--- src/rtl/hazard_stall_ctrl_if.sv ---
// D-stage decode inputs and hazard/forwarding outputs of hazard_stall_ctrl.
// master = decoder/pipeline side, slave = the stall controller.
interface hazard_stall_ctrl_if;
   logic [4:0] rs_D;
   logic [4:0] rt_D;
   logic       use_rs_D;
   logic       use_rt_D;
   logic [1:0] tuse_rs_D;
   logic [1:0] tuse_rt_D;
   logic [4:0] dst_D;
   logic [1:0] tnew_D;
   logic [1:0] md_start_D;
   logic       md_use_D;
   logic       flush;
   logic       stall;
   logic [4:0] addr_E;
   logic [4:0] addr_M;
   logic [4:0] addr_W;
   logic       md_busy;

   modport master (
      output rs_D, rt_D, use_rs_D, use_rt_D, tuse_rs_D, tuse_rt_D,
             dst_D, tnew_D, md_start_D, md_use_D, flush,
      input  stall, addr_E, addr_M, addr_W, md_busy
   );

   modport slave (
      input  rs_D, rt_D, use_rs_D, use_rt_D, tuse_rs_D, tuse_rt_D,
             dst_D, tnew_D, md_start_D, md_use_D, flush,
      output stall, addr_E, addr_M, addr_W, md_busy
   );
endinterface

--- src/rtl/hazard_stall_ctrl.sv ---
// Tracks destination register and Tnew of the E/M/W instructions, drives the
// stage write-address buses for forwarding, raises the D-stage stall and
// runs the mult/div busy counter with exception-flush handling.
module hazard_stall_ctrl #(
   parameter int unsigned MULT_CYC = 5,
   parameter int unsigned DIV_CYC  = 10
) (
   input logic             clk,
   input logic             reset,
   hazard_stall_ctrl_if.slave bus
);

   typedef enum logic [1:0] {
      MD_NONE = 2'b00,
      MD_MULT = 2'b01,
      MD_DIV  = 2'b10,
      MD_RSVD = 2'b11
   } md_op_e;

   localparam logic [3:0] MULT_LD = 4'(MULT_CYC);
   localparam logic [3:0] DIV_LD  = 4'(DIV_CYC);

   logic [4:0] dst_E, dst_M, dst_W;
   logic [1:0] tnew_E, tnew_M, tnew_W;
   logic [3:0] md_cnt;
   logic       md_in_E;

   md_op_e     md_op;
   logic       md_go;
   logic       haz_rs, haz_rt, haz_md;
   logic       stall_int;

   function automatic logic [1:0] dec_sat(input logic [1:0] t);
      return (t == 2'd0) ? 2'd0 : t - 2'd1;
   endfunction

   assign md_op = md_op_e'(bus.md_start_D);
   assign md_go = !stall_int && ((md_op == MD_MULT) || (md_op == MD_DIV));

   // Data and mult/div hazard detection; W results are always forwardable.
   always_comb begin
      haz_rs = bus.use_rs_D && (bus.rs_D != 5'd0) &&
               (((bus.rs_D == dst_E) && (tnew_E > bus.tuse_rs_D)) ||
                ((bus.rs_D == dst_M) && (tnew_M > bus.tuse_rs_D)));
      haz_rt = bus.use_rt_D && (bus.rt_D != 5'd0) &&
               (((bus.rt_D == dst_E) && (tnew_E > bus.tuse_rt_D)) ||
                ((bus.rt_D == dst_M) && (tnew_M > bus.tuse_rt_D)));
      haz_md = bus.md_use_D && (md_cnt != 4'd0);
      stall_int = !bus.flush && (haz_rs || haz_rt || haz_md);
   end

   // Pipeline tracking registers and mult/div counter; flush beats stall/advance.
   always_ff @(posedge clk) begin
      if (!reset) begin
         dst_E   <= '0;
         dst_M   <= '0;
         dst_W   <= '0;
         tnew_E  <= '0;
         tnew_M  <= '0;
         tnew_W  <= '0;
         md_cnt  <= '0;
         md_in_E <= 1'b0;
      end else if (bus.flush) begin
         dst_E   <= '0;
         dst_M   <= '0;
         dst_W   <= '0;
         tnew_E  <= '0;
         tnew_M  <= '0;
         tnew_W  <= '0;
         md_in_E <= 1'b0;
         // A start still sitting in E is cancelled; one already past E keeps counting.
         if (md_in_E)
            md_cnt <= '0;
         else if (md_cnt != 4'd0)
            md_cnt <= md_cnt - 4'd1;
      end else begin
         dst_W  <= dst_M;
         tnew_W <= dec_sat(tnew_M);
         dst_M  <= dst_E;
         tnew_M <= dec_sat(tnew_E);
         if (stall_int) begin
            dst_E  <= '0;
            tnew_E <= '0;
         end else begin
            dst_E  <= bus.dst_D;
            tnew_E <= bus.tnew_D;
         end
         md_in_E <= md_go;
         if (md_go)
            md_cnt <= (md_op == MD_DIV) ? DIV_LD : MULT_LD;
         else if (md_cnt != 4'd0)
            md_cnt <= md_cnt - 4'd1;
      end
   end

   // Forwarding addresses are only published once the result exists.
   always_comb begin
      bus.stall   = stall_int;
      bus.addr_E  = (tnew_E == 2'd0) ? dst_E : 5'd0;
      bus.addr_M  = (tnew_M == 2'd0) ? dst_M : 5'd0;
      bus.addr_W  = dst_W;
      bus.md_busy = (md_cnt != 4'd0);
   end

   logic unused_tnew_w;
   assign unused_tnew_w = ^tnew_W;

endmodule

--- src/flat_wrapper.sv ---
// flat-port wrapper written by rule: the top's interface ports become plain ports
module hazard_stall_ctrl_flat 
#(
   parameter int unsigned MULT_CYC = 5,
   parameter int unsigned DIV_CYC  = 10
)
  (clk, reset, bus_rs_D, bus_rt_D, bus_use_rs_D, bus_use_rt_D, bus_tuse_rs_D, bus_tuse_rt_D, bus_dst_D, bus_tnew_D, bus_md_start_D, bus_md_use_D, bus_flush, bus_stall, bus_addr_E, bus_addr_M, bus_addr_W, bus_md_busy);
  hazard_stall_ctrl_if bus_i ();
  input logic clk;
  input logic reset;
  input wire logic [$bits(bus_i.rs_D)-1:0] bus_rs_D;
  input wire logic [$bits(bus_i.rt_D)-1:0] bus_rt_D;
  input wire logic [$bits(bus_i.use_rs_D)-1:0] bus_use_rs_D;
  input wire logic [$bits(bus_i.use_rt_D)-1:0] bus_use_rt_D;
  input wire logic [$bits(bus_i.tuse_rs_D)-1:0] bus_tuse_rs_D;
  input wire logic [$bits(bus_i.tuse_rt_D)-1:0] bus_tuse_rt_D;
  input wire logic [$bits(bus_i.dst_D)-1:0] bus_dst_D;
  input wire logic [$bits(bus_i.tnew_D)-1:0] bus_tnew_D;
  input wire logic [$bits(bus_i.md_start_D)-1:0] bus_md_start_D;
  input wire logic [$bits(bus_i.md_use_D)-1:0] bus_md_use_D;
  input wire logic [$bits(bus_i.flush)-1:0] bus_flush;
  output wire logic [$bits(bus_i.stall)-1:0] bus_stall;
  output wire logic [$bits(bus_i.addr_E)-1:0] bus_addr_E;
  output wire logic [$bits(bus_i.addr_M)-1:0] bus_addr_M;
  output wire logic [$bits(bus_i.addr_W)-1:0] bus_addr_W;
  output wire logic [$bits(bus_i.md_busy)-1:0] bus_md_busy;
  assign bus_i.rs_D = bus_rs_D;
  assign bus_i.rt_D = bus_rt_D;
  assign bus_i.use_rs_D = bus_use_rs_D;
  assign bus_i.use_rt_D = bus_use_rt_D;
  assign bus_i.tuse_rs_D = bus_tuse_rs_D;
  assign bus_i.tuse_rt_D = bus_tuse_rt_D;
  assign bus_i.dst_D = bus_dst_D;
  assign bus_i.tnew_D = bus_tnew_D;
  assign bus_i.md_start_D = bus_md_start_D;
  assign bus_i.md_use_D = bus_md_use_D;
  assign bus_i.flush = bus_flush;
  assign bus_stall = bus_i.stall;
  assign bus_addr_E = bus_i.addr_E;
  assign bus_addr_M = bus_i.addr_M;
  assign bus_addr_W = bus_i.addr_W;
  assign bus_md_busy = bus_i.md_busy;
  hazard_stall_ctrl #(.MULT_CYC(MULT_CYC), .DIV_CYC(DIV_CYC)) u_core (.clk(clk), .reset(reset), .bus(bus_i));
endmodule
--- config.mk ---
export PLATFORM = sky130hd
export DESIGN_NAME = hazard_stall_ctrl_flat
export DESIGN_NICKNAME = d
export VERILOG_FILES = /design/src/rtl/hazard_stall_ctrl_if.sv /design/src/rtl/hazard_stall_ctrl.sv /design/src/flat_wrapper.sv
export SDC_FILE = /design/constraint.sdc
export NUM_CORES = 1
export LEC_CHECK = 0
export CORE_UTILIZATION = 30
export DETAILED_ROUTE_END_ITERATION = 12
export DONT_BUFFER_PORTS = 1
export GPL_TIMING_DRIVEN = 1
export PLACE_DENSITY = 0.53
export SYNTH_ARGS = -nofsm -noshare
export SYNTH_HDL_FRONTEND = slang
export SYNTH_SLANG_ARGS = --single-unit
--- constraint.sdc ---
create_clock -name clk -period 4.5 [get_ports clk]
set_clock_uncertainty 0.05 [all_clocks]
set_input_delay 0.45 -clock clk [delete_from_list [all_inputs] [get_ports clk]]
set_output_delay 0.45 -clock clk [all_outputs]
set_load 0.01 [all_outputs]
==> metrics.yaml, run 1 <==
rsz0062_at_grt: "no"
gp_congestion: 0.8721
hold_depth: 1
slowest_stage: "a31oi_2"
critPathLaunchType: "flip-flop"
r2r_cells: 9
worst_pin_slew_ns: 0.7207
dp.final_hpwl_um: 2741
clk-insertion-delay-late_ns: 0.26
cts_buffers: 3
grt_max_degree: 15
design.core.area_um2: 4354
leakagePower_nw: 0.6010
rows: 24
synth_seq_cells: 24
htreeDepth: 1
crit_type: "flip-flop to output port"
pre_cts_slack_ns: 2.030
ys_seq_area_frac: 0.3559
worst_slack_ns: 1.927
vias_per_cell: 5.107
maxSlewHeadroom: 0.5185
ios: 46
clock_sinks: 24
hold_path_startpoint: "bus_tnew_D[0]"
cp_max_fo: 5
final_nets: 195
synth_cells: 151
die_w_um: 69.09
drc: 0
ys.warnings.count: 0
grt_usage: 0.1408
port_buffers: 0
finalCritPeriodShare: 0.5718
drtIter0Drc: 21
synth_edf_count: 0
design.die.area_um2: 4773
final_common_cell: "and2_1"
setup-tns-final_ns: 0
antenna_left: 0
max_stage_delay_ns: 0.38
async_reset_ff_frac: 0
worst-path-buf-inv: 1
r2r_setup_slack_ns: 2.26
synth-main-ff-cell: "dfxtp_1"
drt_wl_total_um: 3265
r2r-start: "u_core.tnew_E[0]"
cap_violations: 0
num_vias: 1052
grt_pass1_vias: 1127
period_needed_ns: 2.573
timing.rr.end: "u_core.md_cnt[0]"
antenna_found_initial: 0
p_per_area_nw_per_um2: 383.9
clkTransAtPathRegs_ns: 0.09
ir_drop_mv: 0.1408
drive_gt1_frac: 0.05195
cts.path.max_buffers: 2
cts_tree: "yes"
worstHoldEndpoint: "u_core.tnew_E[0]"
endpoint_kind: "output port"
layout_common_cells: "and2_1, dfxtp_1, inv_1"
synth_area_per_cell_um2: 8.941
path_cells: "inv_1 > ha_1 > nand2_1 > nand4_1 > nor4_1 > o221ai_2 > a31oi_2"
postCtsSetupBuffers: 0
grt_overflow: 0
synth_cell_type_count: 27
ctsHoldBuffers: 0
area_growth_pct: 9.824
finalSetupViolations: 0
die_y_um: 69.09
syn-num-nets: 191
syn_area_um2: 1350
status: "finished clean"
diodes: 0
max_freq_ghz: 0.3887
min_path_type: "primary input to flip-flop"
worstPathRequired_ns: 4.00
hold_violations: 0
critical-path-top-delay-family: "compound AO/OA/AOI/OAI gates"
grt_pass1_wl_um: 5375
cts_root_buf: "clkbuf_8"
wl_per_cell_um: 15.85
drv_slew: 0
critPathArrivalTime_ns: 2.07
ctsResizeCount: 0
initial_core_util: 0.3101
first_pass_iters: 4
==> per-layer routing <==
layer / track usage / share of wire / up-vias
met5: 0 / 0 / -
met4: 0.07029 / 0.043 / 0
met3: 0.02485 / 0.040 / 12
met2: 0.2265 / 0.45 / 36
met1: 0.1802 / 0.46 / 486
li1: - / - / 518
==> state kept, by name, indices dropped and copies added (netlist names) <==
register,count
u_core.md_in_E,1
u_core.dst_E,5
u_core.tnew_M,2
u_core.dst_M,5
u_core.md_cnt,4
u_core.tnew_E,2
u_core.bus.addr_W,5
==> how the worst max path moves through the flow <==
stage / startpoint / endpoint / slack, ns / cells past startpoint
3_3_place_gp: bus_tuse_rt_D[1] / bus_stall / 2.10 / 7
4_1_cts: u_core.tnew_E[0] / bus_stall / 1.90 / 7
3_5_place_dp: bus_tuse_rt_D[1] / bus_stall / 2.03 / 7
5_1_grt: u_core.tnew_E[0] / bus_stall / 1.70 / 7
2_1_floorplan: bus_tuse_rt_D[1] / bus_stall / 2.25 / 7
6_report: u_core.tnew_E[0] / bus_stall / 1.93 / 7
==> stage by stage <==
| step | std cells | total power, mW | cell area, um^2 | hold WS [ns] | util |
|---|---|---|---|---|---|
| 6_report | 206 | 0.5691 | 1483 | 0.2542 | 0.3405 |
| 5_1_grt | 206 | 0.6083 | 1483 | 0.2402 | 0.3405 |
| 4_1_cts | 206 | 0.5746 | 1483 | 0.2495 | 0.3405 |
| 3_5_place_dp | 202 | 0.3877 | 1411 | 0.3876 | 0.3241 |
| 3_3_place_gp | 202 | 0.3805 | 1411 | 0.3766 | 0.3241 |
| 2_1_floorplan | 151 | 0.3574 | 1350 | 0.3513 | - |
==> Yosys cell counts (all sizes together) (4+ instances only) <==
cell type,count,share of area
a21oi,8,0.030
and2,27,0.13
dfxtp,24,0.36
ha,11,0.10
inv,13,0.036
nand2,6,0.017
nand4,4,0.019
nor2,4,0.011
nor3,5,0.019
nor4,4,0.019
o21ai,6,0.022
xnor2,12,0.078
xor2,8,0.052
==> worst register-to-register path: stages (launching register included) <==
cell	delay (ns)
dfxtp_1	0.34
inv_1	0.08
ha_1	0.27
nand2_1	0.09
nand4_1	0.10
nor4_1	0.37
o221ai_2	0.19
a31oi_2	0.38
or4_1	0.18
o21ai_0	0.08
==> power breakdown <==
part	internal, mW	switching [mW]	leakage [nW]
clock	0.119	0.0686	0.0357
sequential	0.229	0.0141	0.195
combinational	0.0574	0.0811	0.370
total	0.405	0.164	0.601
==> kinds of logic after synthesis <==
kind of cell               count (synthesis)  synth area share
xor gates and xnor gates                  20            0.1298
and+or+nand+nor                           62            0.2715
buffers and inverters                     14           0.03892
AOI/OAI and AO/OA                         19           0.09454
DFF                                       24            0.3559
adders and majority gates                 11            0.1019
muxes                                      1          0.007415
==> area by class of cell <==
cell class                 instances  area [um^2]
fill                             434         2872
multi-input combinational        113        817.0
sequential                        24        480.5
tap                               52        65.06
inverter                          13        48.80
clock buffer                       3        41.29
clock inverter                     1        30.03
(Power assumes the default switching activity.)
==> run 2, diff against run 1 <==
--- a/config.mk
+++ b/config.mk
@@ -9,7 +9,7 @@
 export DETAILED_ROUTE_END_ITERATION = 12
 export DONT_BUFFER_PORTS = 1
 export GPL_TIMING_DRIVEN = 1
-export PLACE_DENSITY = 0.53
+export PLACE_DENSITY = 0.54
 export SYNTH_ARGS = -nofsm -noshare
 export SYNTH_HDL_FRONTEND = slang
 export SYNTH_SLANG_ARGS = --single-unit
==> constraint.sdc (replaced) <==
create_clock -name clk -period 2.2 [get_ports clk]
set_clock_uncertainty 0.05 [all_clocks]
set_input_delay 0.22 -clock clk [delete_from_list [all_inputs] [get_ports clk]]
set_output_delay 0.22 -clock clk [all_outputs]
set_load 0.01 [all_outputs]
==> run 2 against run 1 <==
Sequential share of layout area fell by 3.0 points. Combinational power rose to 2.6 times the previous value. Die area did not move. Count of clock-buffer cells in the layout did not move. The flow now finishes with violations (design-rule violations). Non-clock buffer count rose by 8. First-iteration DRC count rose by 71%. Wire length fell by 2.6%. Total power rose by 120%. Design area rose by 11%.
==> metrics.yaml, run 2 (synthesis results as in run 1) <==
status: "finished, violations left"  # was finished clean
violations: "design-rule violations"
drive_gt1_frac: 0.1852  # was 0.05195
p_per_area_nw_per_um2: 750.0  # was 383.9 nW/um^2
drtIter0Drc: 36  # was 21
p_comb_frac: 0.287  # was 0.243
design.die.area_um2: 4773  # unchanged
ir_drop_mv: 0.2373  # was 0.1408 mV
hold_path_startpoint: "bus_dst_D[2]"  # was bus_tnew_D[0]
worstHoldEndpoint: "u_core.dst_E[2]"  # was u_core.tnew_E[0]
grt_pass1_wl_um: 5202  # was 5375 um
layout_common_cells: "and2_1, dfxtp_1, inv_1, xnor2_1"  # was and2_1, dfxtp_1, inv_1
r2r_cells: 11  # was 9
grt_pass1_vias: 1037  # was 1127
area_growth_pct: 21.69  # was 9.824%
placed_cells: 205  # was 202
intPower_mw: 0.8734  # was 0.4053 mW
hold_depth: 1  # unchanged
max_freq_ghz: 0.4554
initial_core_util: 0.3101  # unchanged
hold_violations: 0  # unchanged
dp.final_hpwl_um: 2558  # was 2741 um
cts_root_buf: "clkbuf_8"  # unchanged
die_w_um: 69.09  # unchanged
p_switching_mw: 0.3587  # was 0.1638 mW
critPathArrivalTime_ns: 1.93  # was 2.07 ns
min_path_type: "primary input to flip-flop"  # unchanged
holdWs_ns: 0.02084  # was 0.2542 ns
worstPathRequired_ns: 1.93  # was 4.00 ns
cap_violations: 0  # unchanged
final_common_cell: "and2_1"  # unchanged
ios: 46  # unchanged
cts_buffers: 3  # unchanged
final_cells: 214  # was 206
cp_max_fo: 3  # was 5
maxSlewHeadroom: 0.7957  # was 0.5185
drt_wl_total_um: 3180  # was 3265 um
worst_pin_slew_ns: 0.3054  # was 0.7207 ns
drc: 2  # was 0
vias_per_cell: 4.836  # was 5.107
port_buffers: 0  # unchanged
r2r_setup_slack_ns: 0.03  # was 2.26 ns
endpoint_kind: "output port"  # unchanged
setup-tns-final_ns: 0  # unchanged
clkTransAtPathRegs_ns: 0.08  # was 0.09 ns
final_nets: 203  # was 195
grt_usage: 0.1359  # was 0.1408
ctsHoldBuffers: 0  # unchanged
drv_slew: 0  # unchanged
clk-insertion-delay-late_ns: 0.26  # about the same
crit_type: "flip-flop to output port"  # unchanged
htreeDepth: 1  # unchanged
cts.path.max_buffers: 2  # unchanged
first_pass_iters: 7  # was 4
grt_max_degree: 15  # unchanged
rsz0062_at_grt: "yes"  # was no
antenna_found_initial: 0  # unchanged
diodes: 0  # unchanged
finalSetupViolations: 0  # unchanged
antenna_left: 0  # unchanged
design.core.area_um2: 4354  # unchanged
leakagePower_nw: 0.6493  # was 0.6010 nW
power_mw: 1.232  # was 0.5691 mW
switching_share: 0.2911  # was 0.2879
clock_sinks: 24  # unchanged
wl_per_cell_um: 14.86  # was 15.85 um
num_vias: 1035  # was 1052
cts_tree: "yes"  # unchanged
die_y_um: 69.09  # unchanged
seq_power_share: 0.404  # was 0.427
timing.rr.end: "u_core.md_cnt[0]"  # unchanged
gp_congestion: 0.7992  # was 0.8721
clkPwrFrac: 0.309  # was 0.329
r2r-start: "u_core.tnew_E[0]"  # unchanged
grt_overflow: 0  # unchanged
critPathLaunchType: "flip-flop"  # unchanged
period_needed_ns: 2.196
finalCritPeriodShare: 0.9982
rows: 24  # unchanged
## run 2: per-stage QoR
stage / utilization / instance area, um^2 / worst slack [ns]
finish: 0.3773 / 1643 / 0.003898
global route: 0.3773 / 1643 / -0.08603
CTS: 0.3586 / 1562 / 0.03479
detailed placement: 0.3293 / 1434 / 0.04917
global placement: 0.3293 / 1434 / 0.03963
floorplan: - / 1350 / 0.2040
## run 2: critical path, cell delays in order, from the launching register on
cell,delay [ns]
dfxtp_2,0.36
inv_4,0.05
buf_6,0.11
ha_4,0.20
nand2_2,0.05
nand4_1,0.10
nor4_2,0.27
o221ai_2,0.19
a31oi_4,0.20
buf_6,0.13
## run 2: worst max path at each step
stage / start / endpoint / slack (ns) / cells after the start
after floorplan: u_core.tnew_E[0] / u_core.md_cnt[0] / 0.20 / 9
after global placement: u_core.tnew_E[0] / bus_stall / 0.04 / 8
after detailed placement: u_core.tnew_E[0] / bus_stall / 0.05 / 8
after CTS: u_core.tnew_E[0] / bus_stall / 0.03 / 8
after global routing: u_core.tnew_E[0] / bus_stall / -0.09 / 9
final: u_core.tnew_E[0] / bus_stall / 0.004 / 9
## run 2: power groups by stage
stage	clock [mW]	sequential (mW)	combinational [mW]
after floorplan	0	0.498	0.233
after detailed placement	0	0.507	0.307
after CTS	0.387	0.496	0.324
after global routing	0.409	0.504	0.398
after global placement	0	0.505	0.298
final	0.380	0.498	0.354
## run 2: timing repair
| item | 4_1_cts | 5_1_grt |
|---|---|---|
| pin swaps | 7 | 7 |
| setup buffers | 3 | 2 |
| endpoints found under the setup margin | 1 | 10 |
| gates resized for setup | 5 | 16 |
| endpoints found under the hold margin | 0 | 0 |
| gates cloned | 0 | 0 |
## run 2: final cells by class
type	instances	area, um^2
fill	421	2711
clock inverter	1	30.03
timing repair buffer	8	71.32
inverter	13	51.30
sequential	24	483.0
tap	52	65.06
clock buffer	3	41.29
multi-input combinational	113	900.9
## run 2: routing by layer
layer,share of wire,track usage
met2,0.48,0.2211
met3,0.061,0.03801
met4,0.014,0.04762
met1,0.45,0.1712
met5,0,0
